[src/rtl/array_port_arbiter_if.sv]
// Bundle of the two requester ports, the shared consumer port and the transfer
// counters of array_port_arbiter. The slave side is the arbiter itself.
interface array_port_arbiter_if #(
  parameter int DATA_W = 32,
  parameter int CNT_W  = 16
);
  logic signed [DATA_W-1:0] a_in [5];
  logic                     a_in_sync;
  logic                     a_in_notify;
  logic signed [DATA_W-1:0] b_in [5];
  logic                     b_in_sync;
  logic                     b_in_notify;
  logic signed [DATA_W-1:0] m_out [5];
  logic                     m_out_src;
  logic                     m_out_sync;
  logic                     m_out_notify;
  logic [CNT_W-1:0]         cnt_a;
  logic [CNT_W-1:0]         cnt_b;

  modport slave (
    input  a_in, a_in_sync, b_in, b_in_sync, m_out_sync,
    output a_in_notify, b_in_notify, m_out, m_out_src, m_out_notify, cnt_a, cnt_b
  );

  modport master (
    output a_in, a_in_sync, b_in, b_in_sync, m_out_sync,
    input  a_in_notify, b_in_notify, m_out, m_out_src, m_out_notify, cnt_a, cnt_b
  );
endinterface

[src/rtl/array_port_arbiter.sv]
// Two-requester round-robin arbiter forwarding 5-element signed arrays to one
// consumer through a single-entry buffer; requesters are polled alternately.
module array_port_arbiter #(
  parameter int DATA_W = 32,
  parameter int CNT_W  = 16
) (
  input  logic                 clk,
  input  logic                 rst,
  array_port_arbiter_if.slave  bus
);

  // One-hot encoding so each notify output is a direct flop bit.
  typedef enum logic [2:0] {
    POLL_A = 3'b001,
    POLL_B = 3'b010,
    SEND   = 3'b100
  } state_e;

  state_e                   state_q, state_d;
  logic signed [DATA_W-1:0] buf_q [5];
  logic signed [DATA_W-1:0] buf_d [5];
  logic                     src_q, src_d;
  logic [CNT_W-1:0]         cnt_a_q, cnt_a_d;
  logic [CNT_W-1:0]         cnt_b_q, cnt_b_d;

  always_comb begin
    state_d = state_q;
    buf_d   = buf_q;
    src_d   = src_q;
    cnt_a_d = cnt_a_q;
    cnt_b_d = cnt_b_q;
    unique case (state_q)
      POLL_A: begin
        if (bus.a_in_sync) begin
          buf_d   = bus.a_in;
          src_d   = 1'b0;
          cnt_a_d = cnt_a_q + 1'b1;
          state_d = SEND;
        end else begin
          state_d = POLL_B;
        end
      end
      POLL_B: begin
        if (bus.b_in_sync) begin
          buf_d   = bus.b_in;
          src_d   = 1'b1;
          cnt_b_d = cnt_b_q + 1'b1;
          state_d = SEND;
        end else begin
          state_d = POLL_A;
        end
      end
      SEND: begin
        // After delivering, poll the source that was not just served.
        if (bus.m_out_sync) begin
          state_d = src_q ? POLL_A : POLL_B;
        end
      end
      default: state_d = POLL_A;
    endcase
  end

  always_ff @(posedge clk or posedge rst) begin
    if (rst) begin
      state_q <= POLL_A;
      buf_q   <= '{default: '0};
      src_q   <= 1'b0;
      cnt_a_q <= '0;
      cnt_b_q <= '0;
    end else begin
      state_q <= state_d;
      buf_q   <= buf_d;
      src_q   <= src_d;
      cnt_a_q <= cnt_a_d;
      cnt_b_q <= cnt_b_d;
    end
  end

  assign bus.a_in_notify  = state_q[0];
  assign bus.b_in_notify  = state_q[1];
  assign bus.m_out_notify = state_q[2];
  assign bus.m_out        = buf_q;
  assign bus.m_out_src    = src_q;
  assign bus.cnt_a        = cnt_a_q;
  assign bus.cnt_b        = cnt_b_q;

endmodule

[src/flat_wrapper.sv]
// flat-port wrapper written by rule: the top's interface ports become plain ports
module array_port_arbiter_flat 
#(
  parameter int DATA_W = 32,
  parameter int CNT_W  = 16
)
  (clk, rst, bus_a_in, bus_a_in_sync, bus_b_in, bus_b_in_sync, bus_m_out_sync, bus_a_in_notify, bus_b_in_notify, bus_m_out, bus_m_out_src, bus_m_out_notify, bus_cnt_a, bus_cnt_b);
  array_port_arbiter_if #(.DATA_W(DATA_W), .CNT_W(CNT_W)) bus_i ();
  input  logic clk;
  input  logic rst;
  input wire logic [$bits(bus_i.a_in)-1:0] bus_a_in;
  input wire logic [$bits(bus_i.a_in_sync)-1:0] bus_a_in_sync;
  input wire logic [$bits(bus_i.b_in)-1:0] bus_b_in;
  input wire logic [$bits(bus_i.b_in_sync)-1:0] bus_b_in_sync;
  input wire logic [$bits(bus_i.m_out_sync)-1:0] bus_m_out_sync;
  output wire logic [$bits(bus_i.a_in_notify)-1:0] bus_a_in_notify;
  output wire logic [$bits(bus_i.b_in_notify)-1:0] bus_b_in_notify;
  output wire logic [$bits(bus_i.m_out)-1:0] bus_m_out;
  output wire logic [$bits(bus_i.m_out_src)-1:0] bus_m_out_src;
  output wire logic [$bits(bus_i.m_out_notify)-1:0] bus_m_out_notify;
  output wire logic [$bits(bus_i.cnt_a)-1:0] bus_cnt_a;
  output wire logic [$bits(bus_i.cnt_b)-1:0] bus_cnt_b;
  assign bus_i.a_in = {>>{bus_a_in}};
  assign bus_i.a_in_sync = bus_a_in_sync;
  assign bus_i.b_in = {>>{bus_b_in}};
  assign bus_i.b_in_sync = bus_b_in_sync;
  assign bus_i.m_out_sync = bus_m_out_sync;
  assign bus_a_in_notify = bus_i.a_in_notify;
  assign bus_b_in_notify = bus_i.b_in_notify;
  assign bus_m_out = {>>{bus_i.m_out}};
  assign bus_m_out_src = bus_i.m_out_src;
  assign bus_m_out_notify = bus_i.m_out_notify;
  assign bus_cnt_a = bus_i.cnt_a;
  assign bus_cnt_b = bus_i.cnt_b;
  array_port_arbiter #(.DATA_W(DATA_W), .CNT_W(CNT_W)) u_core (.clk(clk), .rst(rst), .bus(bus_i));
endmodule
[config.mk]
export PLATFORM = sky130hd
export DESIGN_NAME = array_port_arbiter_flat
export DESIGN_NICKNAME = d
export VERILOG_FILES = /design/src/rtl/array_port_arbiter_if.sv /design/src/rtl/array_port_arbiter.sv /design/src/flat_wrapper.sv
export SDC_FILE = /design/constraint.sdc
export NUM_CORES = 1
export LEC_CHECK = 0
export CORE_AREA = 2 2 202 204
export DETAILED_ROUTE_END_ITERATION = 10
export DIE_AREA = 0 0 204 206
export PLACE_DENSITY = 0.51
export SLEW_MARGIN = 20
export SYNTH_ARGS = -nofsm -noshare
export SYNTH_HDL_FRONTEND = slang
export SYNTH_SLANG_ARGS = --single-unit
[constraint.sdc]
create_clock -name clk -period 11.85 [get_ports clk]
set_input_delay 2.37 -clock clk [delete_from_list [all_inputs] [get_ports clk]]
set_output_delay 2.37 -clock clk [all_outputs]
set_load 0.1 [all_outputs]
==> run_results.csv <==
group,metric,value,unit
worst_setup_path,cp-end-kind,"flop",
clock_network,cts.clk_slew.worst_paths,70,ps
routing,detail-route-antenna-nets,0,
die,initial_core_util,0.229,
sta,final-hold-violation-count,0,
routing,firstDrtPassIters,4,
routing,drt-total-wl,32200,um
clock_network,cts_tree,"done",
routing,wl_per_cell,17.1,um
clock_network,clk-insertion-delay-late,450,ps
placed_design,hpwlAfterDp,24400,um
die,io_pins,521,
yosys,synthFlopType,"dfrtp_1",
sta,clock.fmax,204,MHz
placed_design,routabilityCongestion,0.759,
yosys,synth-compound-area-share,0.0913,
clock_network,cts_setup_buffers,0,
clock_network,ctsHtreeMaxLevel,4,
final_layout,final_net_count,1661,
clock_network,ctsResizeCount,0,
sta,fin_crit,4910,ps
routing,drtIter0Drc,221,
yosys,ys_async_sr_fraction,1.00,
worst_setup_path,r2r_start,"u_core.state_q[1]",
clock_network,cts_buffers,17,
final_layout,layout_common_cells,"clkdlybuf4s50_1, dfrtp_1, nor2_1, a21oi_1, mux2i_1",
clock_network,cts_hold_buf,0,
worst_setup_path,crit_arrival,5280,ps
final_layout,final_common_cell,"clkdlybuf4s50_1",
sta,rsz0062_at_grt,"no",
sta,maxSlewHeadroom,0.260,
die,core,0.0402,mm^2
yosys,synth_nets,1173,
sta,skew,7.95,ps
yosys,ys_warn_count,0,
hold_path,hold_path.class,"flop to flop",
global_routing,grt_start_max_net_pins,210,
placed_design,port_buffers,520,
final_layout,multiInputGateArea,0.00380,mm^2
final_layout,final_cells,1877,
sta,setup-tns-final,0,ps
sta,fin_crit_sh,0.414,
final_layout,syn2layout_area_growth,65.4,%
die,die_w,204,um
die,fp.dieH,206,um
yosys,synth-seq-area-share,0.533,
die,fp-row-count,74,
hold_path,hp-start,"u_core.bus.cnt_b[15]",
status,run_status,"finished, final reports clean",
global_routing,grt_pass1_wl,46500,um
worst_setup_path,critPathRequiredTime,12220,ps
yosys,synthXorXnorAreaFrac,0.0286,
clock_network,cts.sinks,196,
worst_setup_path,cp-start-kind,"input port",
yosys,synth_top_family_by_area,"multiplexers",
global_routing,gr-total-overflow,0,
global_routing,grt_pass1_vias,7826,
routing,drt-vias-per-instance,4.17,
yosys,synthMuxAreaShare,0.174,
routing,drc,0,
final_layout,final-seq-area,0.00491,mm^2
placed_design,placedCellCount,1847,
yosys,synthAdderAreaFrac,0.00272,
global_routing,antenna_found_initial,0,
sta,slew_violations,0,
die,die-area,0.0420,mm^2
run,max_cap_violations,0,
clock_network,cts_root_buf,"clkbuf_16",
sta,tightest_slew,1110,ps
sta,setup_violations,0,
yosys,synth_cell_types,32,
routing,dr_total_vias,7824,
worst_setup_path,setup.worst_path.class,"input port to flop",
final_layout,diodes,0,
yosys,synth_top_area_share,0.531,
yosys,synth_edf_count,0,
clock_network,cts_buffer_depth,2,
yosys,synthTopCellsByArea,"dfrtp_1, mux2i_1, a21oi_1",
worst_setup_path,worstPathMaxFanout,209,
worst_setup_path,worstSetupStartpoint,"bus_a_in_sync",
yosys,syn_avg_cell_area,10.9,um^2
yosys,synth_area_leader_cell,"dfrtp_1",
yosys,yosys.area_share.simple,0.116,
yosys,syn_area,0.00920,mm^2
final_layout,drive_gt1_frac,0.0320,
yosys,syn-instance-count,846,
global_routing,grt_usage,0.147,
final_layout,fillers,4039,
yosys,yosys_register_bits,196,
sta,holdWs,468,ps
## final cells by class
type                            instances  share of cell area
Clock inverter                          8             0.00691
Sequential cell                       196               0.322
Multi-Input combinational cell        589               0.250
Timing Repair Buffer                  527               0.346
Inverter                                3             0.00123
Clock buffer                           22              0.0292
Tap cell                              532              0.0438
## cell usage after synthesis, types with 3 or more instances
master    count
dfrtp_1     195
nor2_1      169
a21oi_1     163
mux2i_1     160
buf_2        32
xnor2_1      24
nand2_1      20
nand4_1      13
buf_12       11
buf_4         8
nand3_1       7
xor2_1        6
clkbuf_1      5
and3_1        3
inv_1         3
nor3_1        3
## worst paths after layout
kind / endpoint / slack [ps] / cells after the start
setup / recovery: u_core.bus.m_out[156] / 6940 / 7
hold / removal: u_core.bus.cnt_b[15] / 470 / 1
setup reg to reg: u_core.bus.m_out[117] / 8640 / 5
hold reg to reg: u_core.bus.cnt_b[15] / 470 / 1
max in group asynchronous: u_core.bus.m_out[64] / 8100 / 3
min in group asynchronous: u_core.bus.m_out[95] / 2420 / 2
## per-stage QoR
step / cell area, um^2 / util / setup WS (ps)
finish: 15200 / 0.379 / 6940
global route: 15200 / 0.379 / 6760
CTS: 15200 / 0.379 / 7110
detailed placement: 14700 / 0.365 / 6620
global placement: 14700 / 0.365 / 6730
floorplan: 9200 / - / 4140
## critical path, stage by stage
cell	delay (ps)
clkdlybuf4s50_1	560
nand3b_4	100
a21oi_4	190
buf_12	550
buf_4	890
nor2_1	90
a21oi_1	150
## per-layer routing
| layer | up-vias | share of wire | GRT usage |
|---|---|---|---|
| li1 | 3899 | - | - |
| met1 | 3564 | 0.40 | 0.172 |
| met2 | 342 | 0.49 | 0.251 |
| met3 | 19 | 0.095 | 0.0522 |
| met4 | 0 | 0.014 | 0.0494 |
| met5 | - | 0 | 0 |
## logic make-up (layout without fill, tap and decap cells)
logic type               after synthesis  in the layout
adder cells (fa/ha/maj)                2              2
AO/OA/AOI/OAI                        165            165
buffers and inverters                 61            560
AND/OR/NAND/NOR                      232            232
XOR/XNOR                              30             30
flip-flops                           196            196
multiplexers                         160            160
## registers in the layout (all words and copies together), names as in the netlist
signal,count
u_core.bus.m_out,160
u_core.bus.cnt_a,16
u_core.bus.cnt_b,16
u_core.state_q,3
u_core.bus.m_out_src,1
Power is left out: the tool's default activity adds up to more than one toggle a clock period on the data nets, which glitch-free logic cannot reach.
